File: src/rtl/lif_neuron_scheduler.sv
// LIF neuron scheduler: one shared membrane-update datapath swept over
// NUM_NEURONS virtual neurons per timestep. Input arrives over a req/valid
// handshake from the synapse accumulator; spikes leave over valid/ready.
module lif_neuron_scheduler #(
    parameter int NUM_NEURONS = 16,
    parameter int IDX_W       = 4,
    parameter int DATA_W      = 8,
    parameter int LEAK_SHIFT  = 3,
    parameter int THRESH_RST  = 32
) (
    input  logic              clk,
    input  logic              reset,
    input  logic              step_start,
    input  logic              clear_state,
    input  logic              cfg_thresh_we,
    input  logic [DATA_W-1:0] cfg_thresh,
    output logic              syn_req,
    output logic [IDX_W-1:0]  syn_idx,
    input  logic              syn_valid,
    input  logic [DATA_W-1:0] syn_data,
    output logic              spk_valid,
    output logic [IDX_W-1:0]  spk_idx,
    input  logic              spk_ready,
    output logic              busy,
    output logic              step_done
);

    typedef enum logic [1:0] {IDLE, FETCH, EMIT, DONE} state_t;

    state_t                 state_reg;
    logic [DATA_W-1:0]      mem_reg [NUM_NEURONS];
    logic [NUM_NEURONS-1:0] spk_flag_reg;
    logic [DATA_W-1:0]      thresh_reg;
    logic [IDX_W-1:0]       idx_reg;

    logic [DATA_W-1:0]      leak_term;
    logic [DATA_W:0]        sum_wide;
    logic [DATA_W-1:0]      sum_sat;
    logic                   fire;
    logic                   last_idx;
    logic [IDX_W-1:0]       idx_inc;

    // Membrane update for the current neuron: a neuron that fired last sweep
    // restarts from its fresh input (no carried leak term).
    always_comb begin
        leak_term = spk_flag_reg[idx_reg] ? '0 : (mem_reg[idx_reg] >> LEAK_SHIFT);
        sum_wide  = {1'b0, syn_data} + {1'b0, leak_term};
        sum_sat   = sum_wide[DATA_W] ? {DATA_W{1'b1}} : sum_wide[DATA_W-1:0];
        fire      = (sum_sat >= thresh_reg);
        last_idx  = (idx_reg == IDX_W'(NUM_NEURONS - 1));
        idx_inc   = idx_reg + IDX_W'(1);
    end

    // Sweep FSM with neuron storage and registered handshake outputs.
    always_ff @(posedge clk or posedge reset) begin
        if (reset) begin
            state_reg    <= IDLE;
            for (int i = 0; i < NUM_NEURONS; i++) begin
                mem_reg[i] <= '0;
            end
            spk_flag_reg <= '0;
            thresh_reg   <= DATA_W'(THRESH_RST);
            idx_reg      <= '0;
            syn_req      <= 1'b0;
            syn_idx      <= '0;
            spk_valid    <= 1'b0;
            spk_idx      <= '0;
            busy         <= 1'b0;
            step_done    <= 1'b0;
        end else begin
            case (state_reg)
                IDLE: begin
                    step_done <= 1'b0;
                    if (clear_state) begin
                        for (int i = 0; i < NUM_NEURONS; i++) begin
                            mem_reg[i] <= '0;
                        end
                        spk_flag_reg <= '0;
                    end else if (cfg_thresh_we) begin
                        thresh_reg <= cfg_thresh;
                    end else if (step_start) begin
                        idx_reg   <= '0;
                        syn_idx   <= '0;
                        syn_req   <= 1'b1;
                        busy      <= 1'b1;
                        state_reg <= FETCH;
                    end
                end
                FETCH: begin
                    if (syn_valid) begin
                        mem_reg[idx_reg]      <= sum_sat;
                        spk_flag_reg[idx_reg] <= fire;
                        if (fire) begin
                            syn_req   <= 1'b0;
                            spk_valid <= 1'b1;
                            spk_idx   <= idx_reg;
                            state_reg <= EMIT;
                        end else if (last_idx) begin
                            syn_req   <= 1'b0;
                            step_done <= 1'b1;
                            state_reg <= DONE;
                        end else begin
                            idx_reg <= idx_inc;
                            syn_idx <= idx_inc;
                        end
                    end
                end
                EMIT: begin
                    if (spk_ready) begin
                        spk_valid <= 1'b0;
                        if (last_idx) begin
                            step_done <= 1'b1;
                            state_reg <= DONE;
                        end else begin
                            idx_reg   <= idx_inc;
                            syn_idx   <= idx_inc;
                            syn_req   <= 1'b1;
                            state_reg <= FETCH;
                        end
                    end
                end
                DONE: begin
                    step_done <= 1'b0;
                    busy      <= 1'b0;
                    state_reg <= IDLE;
                end
                default: begin
                    state_reg <= IDLE;
                end
            endcase
        end
    end

endmodule
File: config.mk
export PLATFORM = sky130hd
export DESIGN_NAME = lif_neuron_scheduler
export DESIGN_NICKNAME = d
export VERILOG_FILES = /design/src/rtl/lif_neuron_scheduler.sv
export SDC_FILE = /design/constraint.sdc
export NUM_CORES = 1
export LEC_CHECK = 0
export BUFFER_PORTS_ARGS = -buffer_cell sky130_fd_sc_hd__buf_4
export CORE_MARGIN = 2
export CORE_UTILIZATION = 60
export DETAILED_ROUTE_END_ITERATION = 7
export PLACE_DENSITY = 0.91
export SLEW_MARGIN = 40
export SYNTH_ARGS = -nofsm -noshare
export SYNTH_HDL_FRONTEND = slang
export SYNTH_SLANG_ARGS = --single-unit
export TNS_END_PERCENT = 50
File: constraint.sdc
create_clock -name clk -period 15.7 [get_ports clk]
set_clock_uncertainty 0.05 [all_clocks]
set_input_delay 0 -clock clk [delete_from_list [all_inputs] [get_ports clk]]
set_output_delay 0 -clock clk [all_outputs]
set_load 0.005 [all_outputs]
==> results of run 1 <==
==> critical path: stages (launching register included) <==
cell and delay (ns):
dfrtp_1 0.32, buf_4 0.44, mux4_2 0.59, mux4_2 0.55
nor2b_1 0.20, ha_1 0.30, nor2b_1 0.17, o31a_1 0.28
o21ai_0 0.38, o21a_1 0.71, inv_1 0.13, ha_1 0.31
o21ai_0 0.08, a21oi_1 0.29, a21o_1 0.66, a41oi_1 0.22
dlygate4sd3_1 0.62, a31oi_1 0.20
==> power breakdown <==
| group | total, mW | switching, mW | internal, mW |
|---|---|---|---|
| Combinational | 0.489 | 0.314 | 0.175 |
| Clock | 0.347 | 0.133 | 0.214 |
| Sequential | 0.398 | 0.0453 | 0.352 |
==> kinds of logic after synthesis <==
kind of cell,Yosys count,synth area share
flops,118,0.470
compound gates,143,0.146
fa+ha+maj,23,0.0470
buf+inv,68,0.0454
simple gates,195,0.142
mux,56,0.150
==> synth_stat cells (3+ instances only) <==
cell type / instances
a211oi_1: 8
a21oi_1: 9
a2bb2oi_1: 3
and3_1: 3
buf_1: 5
buf_2: 9
clkbuf_1: 24
dfrtp_1: 117
ha_1: 22
inv_1: 27
mux2_2: 13
mux2i_1: 14
mux4_2: 29
nand2_1: 106
nand2b_1: 4
nand3_1: 39
nand4_1: 4
nor2_1: 14
nor2b_1: 11
nor3_2: 3
o21a_1: 3
o21ai_0: 37
o22ai_1: 52
o31ai_1: 10
==> area by class of cell <==
class,count,share of cell area
Clock buffer,28,0.0694
Tap cell,136,0.0234
Sequential cell,118,0.406
Timing Repair Buffer,56,0.0646
Multi-Input combinational cell,417,0.419
Clock inverter,4,0.00309
Inverter,27,0.0143
==> worst max path at each step <==
stage | to | startpoint | cells after the start | slack (ns)
after floorplan | spk_flag_reg[15] | idx_reg[0] | 22 | 10.70
after global placement | spk_idx[3] | idx_reg[0] | 16 | 9.85
after detailed placement | spk_idx[3] | idx_reg[0] | 16 | 9.70
after CTS | spk_valid | idx_reg[0] | 17 | 9.27
after global routing | spk_valid | idx_reg[0] | 17 | 8.89
final | spk_valid | idx_reg[0] | 17 | 9.10
==> per-stage QoR <==
stage	util	instances	hold slack [ns]	cell area, sq um	worst slack, ns
finish	0.712	786	0.112	7280	9.10
global route	0.712	786	0.141	7280	8.89
CTS	0.711	786	0.0632	7270	9.27
detailed placement	0.643	738	-0.0334	6580	9.70
global placement	0.643	738	-0.0423	6580	9.85
floorplan	-	603	0.101	6280	10.70
==> routing by layer <==
metal	vias to the layer above	GRT usage	part of all wire
li1	2287	-	-
met1	2671	0.413	0.36
met2	412	0.533	0.49
met3	93	0.0969	0.10
met4	0	0.183	0.050
met5	-	0	0
==> repair_timing <==
item,CTS,global route
hold endpoints to repair,47,0
hold buffers,16,0
setup endpoints to repair,0,0
==> metrics.yaml, run 1 <==
synth:
  yosys-top-cells-area: "dfrtp_1 47%, mux4_2 10%, nand2_1 6.3%"
  synthArstFlopShare: 1.00
  avgSynthCellArea_sq_um: 10.4
  yosys.area.top_type: "dfrtp_1"
  synth_edf_count: 0
  synth_top_area_frac: 0.466
  yosysUniqueCellTypes: 52
  synth.ff_latch_count: 118
  syn_nets: 649
  syn_area_sq_um: 6280
  netlist_instances: 603
  synth_sequential_area_ratio: 0.470
  yosys_most_used_dff: "dfrtp_1"
  yosys_warnings: 0
power_and_ir_drop:
  p_total_mw: 1.23
  leakagePower_nw: 3.16
  power_density_nw_per_um2: 169
  ir_worst_vdd_mv: 0.132
worst_hold_path:
  whs_path_depth: 4
  holdPathEnd: "mem_reg[102]"
  holdCritPathClass: "input pin to flip-flop"
  min_from: "syn_data[5]"
finish:
  largest_register_ffs: 80
  seq_area_sq_um: 2960
  drive_above_1_share: 0.186
  layout.cells.most_common: "dfrtp_1"
  fillCellCount: 603
  final_cell_mix: "116 x dfrtp_1, 106 x nand2_1, 52 x o22ai_1, 38 x nand3_1, 38 x buf_4"
  layout.nets: 683
  multiInputGateArea_sq_um: 3050
  antenna_cells_inserted: 0
  syn_to_final_growth_pct: 15.9
die:
  die_y_um: 106
  ios: 35
  num_rows: 37
  core_area_sq_um: 10200
  die_w_um: 106
  die_area_sq_um: 11300
  start_util: 0.614
cts:
  clock_tree.buffer_depth: 2
  cts_htree_levels: 4
  insertion_delay_ns: 0.53
  clkSinkCount: 118
  cts_buffers: 17
  cts_setup_buffers: 0
  cts_resized: 0
  root_buffer: "clkbuf_8"
  clk_pin_slew_ns: 0.05
  cts_tree: "yes"
routing:
  vias_per_cell: 6.95
  drc: 0
  ant_nets: 0
  vias: 5463
  drt_first_pass_iters: 7
  finalWirelength_um: 17900
  drtIter0Drc: 885
  routedWlPerCell_um: 22.8
critical_path:
  critPathKind: "flip-flop to flip-flop"
  r2r_cells: 17
  cp_max_fo: 31
  regToRegStartpoint: "idx_reg[0]"
  required_ns: 16.09
  worstReg2RegEnd: "spk_valid"
  rrSetupSlack_ns: 9.10
  critPathArrivalTime_ns: 6.99
  critPathLaunchType: "flip-flop"
  endpoint_kind: "flip-flop"
job:
  drv_cap: 0
timing:
  relSlewSlack: 0.418
  setup_viol: 0
  fmax_mhz: 151
  finalHoldViolations: 0
  rsz0062_at_grt: "no"
  period_needed_ns: 6.60
  finalSetupTns_ns: 0
  period_share: 0.420
  worst_pin_slew_ns: 0.873
  drv_slew: 0
global_routing:
  grt_pass1_wl_um: 28600
  grt_overflow_total: 0
  antenna_found_initial: 0
  grt_pass1_vias: 5405
  grt_max_degree: 97
  grt.total_usage: 0.335
placed_design:
  hpwl_um: 10600
  port_buffers: 34
  gp_congestion: 0.894
outcome:
  status: "completed"
(Power assumes the default switching activity.)
==> run 2, diff against run 1 <==
ABC_AREA = 1   (was default)
CORE_UTILIZATION = 55   (was 60)
PLACE_DENSITY = 0.88   (was 0.91)
clock period = 5.46 ns   (was 15.7 ns; I/O delays follow)
==> run 2 against run 1 <==
  * The flow now finishes with violations (hold timing)
  * Clock-buffer cell count fell by 7
  * Flip-flop and latch count did not move
  * Core utilization shrank 5.4 points
==> metrics.yaml, run 2 <==
synth:
  yosys.area.top_type: "dfrtp_1"
  synthArstFlopShare: 1.00
  syn_area_sq_um: 6370
  synth_most_common_cell: "nand2_1"
  avgSynthCellArea_sq_um: 7.46
  synth_edf_count: 0
  synth_top_area_frac: 0.459
  synth_sequential_area_ratio: 0.464
  yosys-top-cells-area: "dfrtp_1 46%, nand2_1 19%, o21ai_0 6.7%"
  yosys_warnings: 0
  synthTopCellsByCount: "321 x nand2_1, 117 x dfrtp_1, 85 x o21ai_0"
  syn_nets: 900
  synth.ff_latch_count: 118
  yosysUniqueCellTypes: 35
  yosys_most_used_dff: "dfrtp_1"
  netlist_instances: 854
cts:
  cts_tree: "yes"
  cts_setup_buffers: 0
  clk_pin_slew_ns: 0.06
  clkSinkCount: 118
  root_buffer: "clkbuf_16"
  insertion_delay_ns: 0.43
  cts_buffers: 17
  cts_htree_levels: 4
  clock_tree.buffer_depth: 2
worst_hold_path:
  whs_path_depth: 5
  min_from: "syn_valid"
  holdCritPathClass: "input pin to flip-flop"
  holdPathEnd: "spk_idx[2]"
critical_path:
  required_ns: 5.71
  critPathArrivalTime_ns: 5.44
  worstReg2RegEnd: "idx_reg[2]"
  regToRegStartpoint: "idx_reg[1]"
  critPathLaunchType: "flip-flop"
  slowest_delay_ns: 0.46
  endpoint_kind: "flip-flop"
  critPathKind: "flip-flop to flip-flop"
  cpMostUsedCell: "nand2_1"
  rrSetupSlack_ns: 0.27
  crit_path_start: "idx_reg[1]"
  cp_max_fo: 19
  cp_slowest_cell: "nand2_2"
  r2r_cells: 27
routing:
  drtIter0Drc: 834
  vias_per_cell: 5.66
  drc: 0
  routedWlPerCell_um: 16.4
  vias: 5970
  ant_nets: 0
  finalWirelength_um: 17300
  drt_first_pass_iters: 5
die:
  num_rows: 39
  ios: 35
  start_util: 0.560
  die_y_um: 112
  core_area_sq_um: 11400
  die_w_um: 112
  die_area_sq_um: 12500
outcome:
  status: "finished with violations"
  violations: "hold timing"
power_and_ir_drop:
  ir_worst_vdd_mv: 0.957
  power_density_nw_per_um2: 574
  seqPwrFrac: 0.251
  p_total_mw: 4.29
  switching_power_mw: 1.92
  combPwrFrac: 0.477
  p_int_mw: 2.37
  swShare: 0.449
  leakagePower_nw: 3.97
  clockPowerShare: 0.271
finish:
  drive_above_1_share: 0.114
  final_cell_mix: "321 x nand2_1, 117 x dfrtp_1, 85 x o21ai_0, 82 x inv_1, 71 x nor2_1"
  antenna_cells_inserted: 0
  layout.cells.most_common: "nand2_1"
  syn_to_final_growth_pct: 17.3
  instances_no_fill: 1055
  layout.nets: 945
  largest_register_ffs: 80
timing:
  setup_viol: 0
  drv_slew: 0
  worst_pin_slew_ns: 0.695
  period_share: 0.950
  relSlewSlack: 0.536
  fmax_mhz: 193
  holdWs_ns: -0.00623
  finalHoldViolations: 3
  finalSetupTns_ns: 0
  period_needed_ns: 5.19
job:
  drv_cap: 0
placed_design:
  hpwl_um: 11100
  gp_congestion: 0.943
  dp_cells: 1012
  port_buffers: 34
global_routing:
  grt_max_degree: 87
  antenna_found_initial: 0
  grt_pass1_vias: 5837
  grt_pass1_wl_um: 28300
  grt.total_usage: 0.287
  grt_overflow_total: 0
[run 2: changes by cell type in the layout (fill, tap and decap cells not counted), moves of 14 or more]
cell	previous run	this run
o21ai_0	37	85
mux2i_1	14	0
nand3_1	38	14
nor2_1	14	71
o22ai_1	52	20
inv_1	26	82
nand2_1	106	321
mux4_2	29	0
a21oi_1	9	34
[run 2: worst max-delay path by stage]
stage                       end  slack [ns]  cells after the start
6_report             idx_reg[2]        0.27                     27
4_1_cts              spk_idx[1]        0.33                     24
2_1_floorplan  spk_flag_reg[13]        1.30                     28
5_1_grt              spk_idx[1]      -0.002                     27
3_3_place_gp         spk_idx[1]        0.72                     24
3_5_place_dp         spk_idx[1]        0.45                     29
[run 2: routing by layer]
metal / routed length [um] / vias up / GRT usage / share of wire
met5: 0 / - / 0 / 0
met4: 578 / 0 / 0.129 / 0.033
met3: 1340 / 53 / 0.0637 / 0.078
met2: 8200 / 313 / 0.452 / 0.47
met1: 7150 / 2800 / 0.384 / 0.41
li1: - / 2804 / - / -
[run 2: timing repair]
action | in CTS | in global routing
endpoints found under the setup margin | 0 | 8
endpoints found under the hold margin | 41 | 0
hold buffers | 11 | 0
resized for setup | 0 | 4
[run 2: final cells by class]
cell class | instances | area [sq um]
Clock inverter | 11 | 155
Clock buffer | 21 | 450
Timing Repair Buffer | 52 | 424
Multi-Input combinational cell | 619 | 2970
Sequential cell | 118 | 2950
Inverter | 91 | 344
Tap cell | 143 | 179
Fill cell | 884 | 3890
[run 2: per-stage QoR]
step                      cell area [sq um]   util  hold WS [ns]  setup WS [ns]
after floorplan                        6370      -        0.0801           1.30
after global placement                 6730  0.592       -0.0216          0.721
after detailed placement               6740  0.592       -0.0136          0.455
after CTS                              7450  0.655        0.0224          0.335
after global routing                   7480  0.658        0.0325       -0.00184
final                                  7480  0.658      -0.00623          0.271
[run 2: power by group through the flow]
stage               clock [mW]  combinational [mW]  sequential (mW)
floorplan                    0                1.39             1.08
CTS                       1.17                1.94             1.08
global placement             0                1.85             1.09
detailed placement           0                1.91             1.09
global route              1.20                2.24             1.09
finish                    1.16                2.05             1.08
[run 2: kinds of logic (layout without fill, tap and decap cells)]
kind of cell / count (synthesis) / count (layout) / synth area share
compound gates: 154 / 154 / 0.133
simple gates: 439 / 439 / 0.279
flops: 118 / 118 / 0.464
fa+ha+maj: 23 / 23 / 0.0463
buf+inv: 117 / 175 / 0.0738
mux: 1 / 1 / 0.00177
xor+xnor: 2 / 2 / 0.00275
[run 2: critical path: cells and delay by family (launching register included)]
kind,cells,cell delay (ns)
adder cells (fa/ha/maj),3,0.94
flip-flops,1,0.38
AND/OR/NAND/NOR,17,2.74
buffers and inverters,4,0.71
AO/OA/AOI/OAI,3,0.25
==> run 3, diff against run 2 <==
ABC_AREA = default   (was 1)
==> run 3 against run 2 <==
  * The flow now finishes without violations
  * Clock-buffer cell count rose by 1
  * Flip-flop and latch count did not move
  * Wire length rose by 6.5%
  * Core utilization rose by 0.17 points
  * Non-clock buffer count rose by 6
  * Sequential power rose by 6%
  * Critical endpoint is now spk_flag_reg[13]
==> metrics.yaml, run 3 (synthesis results as in run 1) <==
finish:
  instances_no_fill: 795
  largest_register_ffs: 80
  antenna_cells_inserted: 0
  layout.nets: 685
  finalInstanceArea_sq_um: 7430
  drive_above_1_share: 0.209
  syn_to_final_growth_pct: 18.3
  final_cell_mix: "115 x dfrtp_1, 106 x nand2_1, 52 x o22ai_1, 46 x buf_4, 38 x nand3_1"
  layout.cells.most_common: "dfrtp_1"
  fillCellCount: 756
power_and_ir_drop:
  seqPwrFrac: 0.299
  power_density_nw_per_um2: 516
  swShare: 0.380
  clockPowerShare: 0.327
  leakagePower_nw: 3.24
  combPwrFrac: 0.374
  p_int_mw: 2.38
  p_total_mw: 3.83
  switching_power_mw: 1.46
  ir_worst_vdd_mv: 0.456
cts:
  cts_htree_levels: 4
  insertion_delay_ns: 0.42
  cts_tree: "yes"
  cts_setup_buffers: 0
  root_buffer: "clkbuf_16"
  cts_buffers: 17
  clk_pin_slew_ns: 0.06
  clock_tree.buffer_depth: 2
  clkSinkCount: 118
routing:
  routedWlPerCell_um: 23.1
  vias_per_cell: 6.89
  drt_first_pass_iters: 8
  finalWirelength_um: 18400
  drc: 0
  vias: 5477
  drtIter0Drc: 887
  ant_nets: 0
placed_design:
  port_buffers: 34
  hpwl_um: 11400
  place_worst_setup_slack_ns: 0.214
  dp_cells: 753
  place_area_sq_um: 6660
  gp_congestion: 0.955
global_routing:
  grt_max_degree: 97
  antenna_found_initial: 0
  grt_overflow_total: 0
  grt.total_usage: 0.305
  grt_pass1_wl_um: 29200
  grt_pass1_vias: 5578
timing:
  setup_viol: 0
  layout_setup_ws_ns: 0.376
  holdWs_ns: 0.0528
  period_share: 0.931
  relSlewSlack: 0.446
  period_needed_ns: 5.08
  fmax_mhz: 197
  worst_pin_slew_ns: 0.828
  finalHoldViolations: 0
  drv_slew: 0
die:
  die_w_um: 111
  start_util: 0.557
  core_area_sq_um: 11300
  ios: 35
  die_area_sq_um: 12300
  num_rows: 39
  die_y_um: 111
critical_path:
  critPathArrivalTime_ns: 5.37
  critPathKind: "flip-flop to flip-flop"
  critPathLaunchType: "flip-flop"
  endpoint_kind: "flip-flop"
  cp_max_fo: 19
  required_ns: 5.74
job:
  drv_cap: 0
outcome:
  status: "completed"
worst_hold_path:
  holdCritPathClass: "input pin to flip-flop"
-- run 3: through the flow --
stage / TNS, ns / util
after CTS: 0 / 0.658
final: 0 / 0.659
after global routing: -0.00131 / 0.659
after global placement: 0 / 0.591
after detailed placement: 0 / 0.591
after floorplan: 0 / -
-- run 3: area by class of cell --
| class | instances | area [sq um] | share of cell area |
|---|---|---|---|
| clock buffers | 22 | 494 | 0.0665 |
| clock inverters | 10 | 166 | 0.0224 |
| inverters | 27 | 106 | 0.0143 |
| multi-input cells | 417 | 3050 | 0.410 |
| flip-flops and latches | 118 | 2960 | 0.398 |
| well taps | 143 | 179 | 0.0241 |
| repair buffers | 58 | 477 | 0.0641 |
-- run 3: worst paths after layout --
path,start,end,slack (ns),cells after the start
worst min register to register,spk_idx[0],spk_idx[0],0.46,1
max in group asynchronous,reset,thresh_reg[4],4.08,4
min in group asynchronous,reset,mem_reg[4],0.17,3
worst max-delay path,idx_reg[0],spk_flag_reg[13],0.38,19
worst max register to register,idx_reg[0],spk_flag_reg[13],0.38,19
worst min-delay path,cfg_thresh_we,busy,0.05,5
-- run 3: power groups by stage --
stage	logic [mW]	clock network (mW)	registers, mW
6_report	1.43	1.25	1.14
5_1_grt	1.54	1.29	1.16
4_1_cts	1.38	1.25	1.14
3_5_place_dp	1.34	0	1.15
3_3_place_gp	1.27	0	1.14
2_1_floorplan	0.996	0	1.09
-- run 3: repair_timing --
| action | 4_1_cts | 5_1_grt |
|---|---|---|
| hold buffers | 10 | 0 |
| hold endpoints to repair | 76 | 0 |
| setup endpoints to repair | 0 | 28 |
| gates resized for setup | 0 | 4 |
-- run 3: routing by layer --
layer / track usage / vias up / part of all wire
met1: 0.373 / 2637 / 0.35
met4: 0.168 / 0 / 0.045
met2: 0.508 / 456 / 0.50
met3: 0.0651 / 103 / 0.10
met5: 0 / - / 0
li1: - / 2281 / -
-- run 3: worst max-delay path, cell delays in order, from the launching register on --
cell and delay [ns]:
dfrtp_2 0.50, buf_12 0.24, mux4_2 0.52, mux4_2 0.47
nor2b_1 0.14, ha_1 0.20, inv_1 0.08, fa_1 0.19
nor2b_1 0.07, o31a_1 0.30, o21a_1 0.21, o21ai_1 0.23
inv_1 0.09, ha_1 0.30, nand4_1 0.10, a21oi_1 0.28
a21o_1 0.37, buf_4 0.28, nand2_1 0.16, o21ai_0 0.20
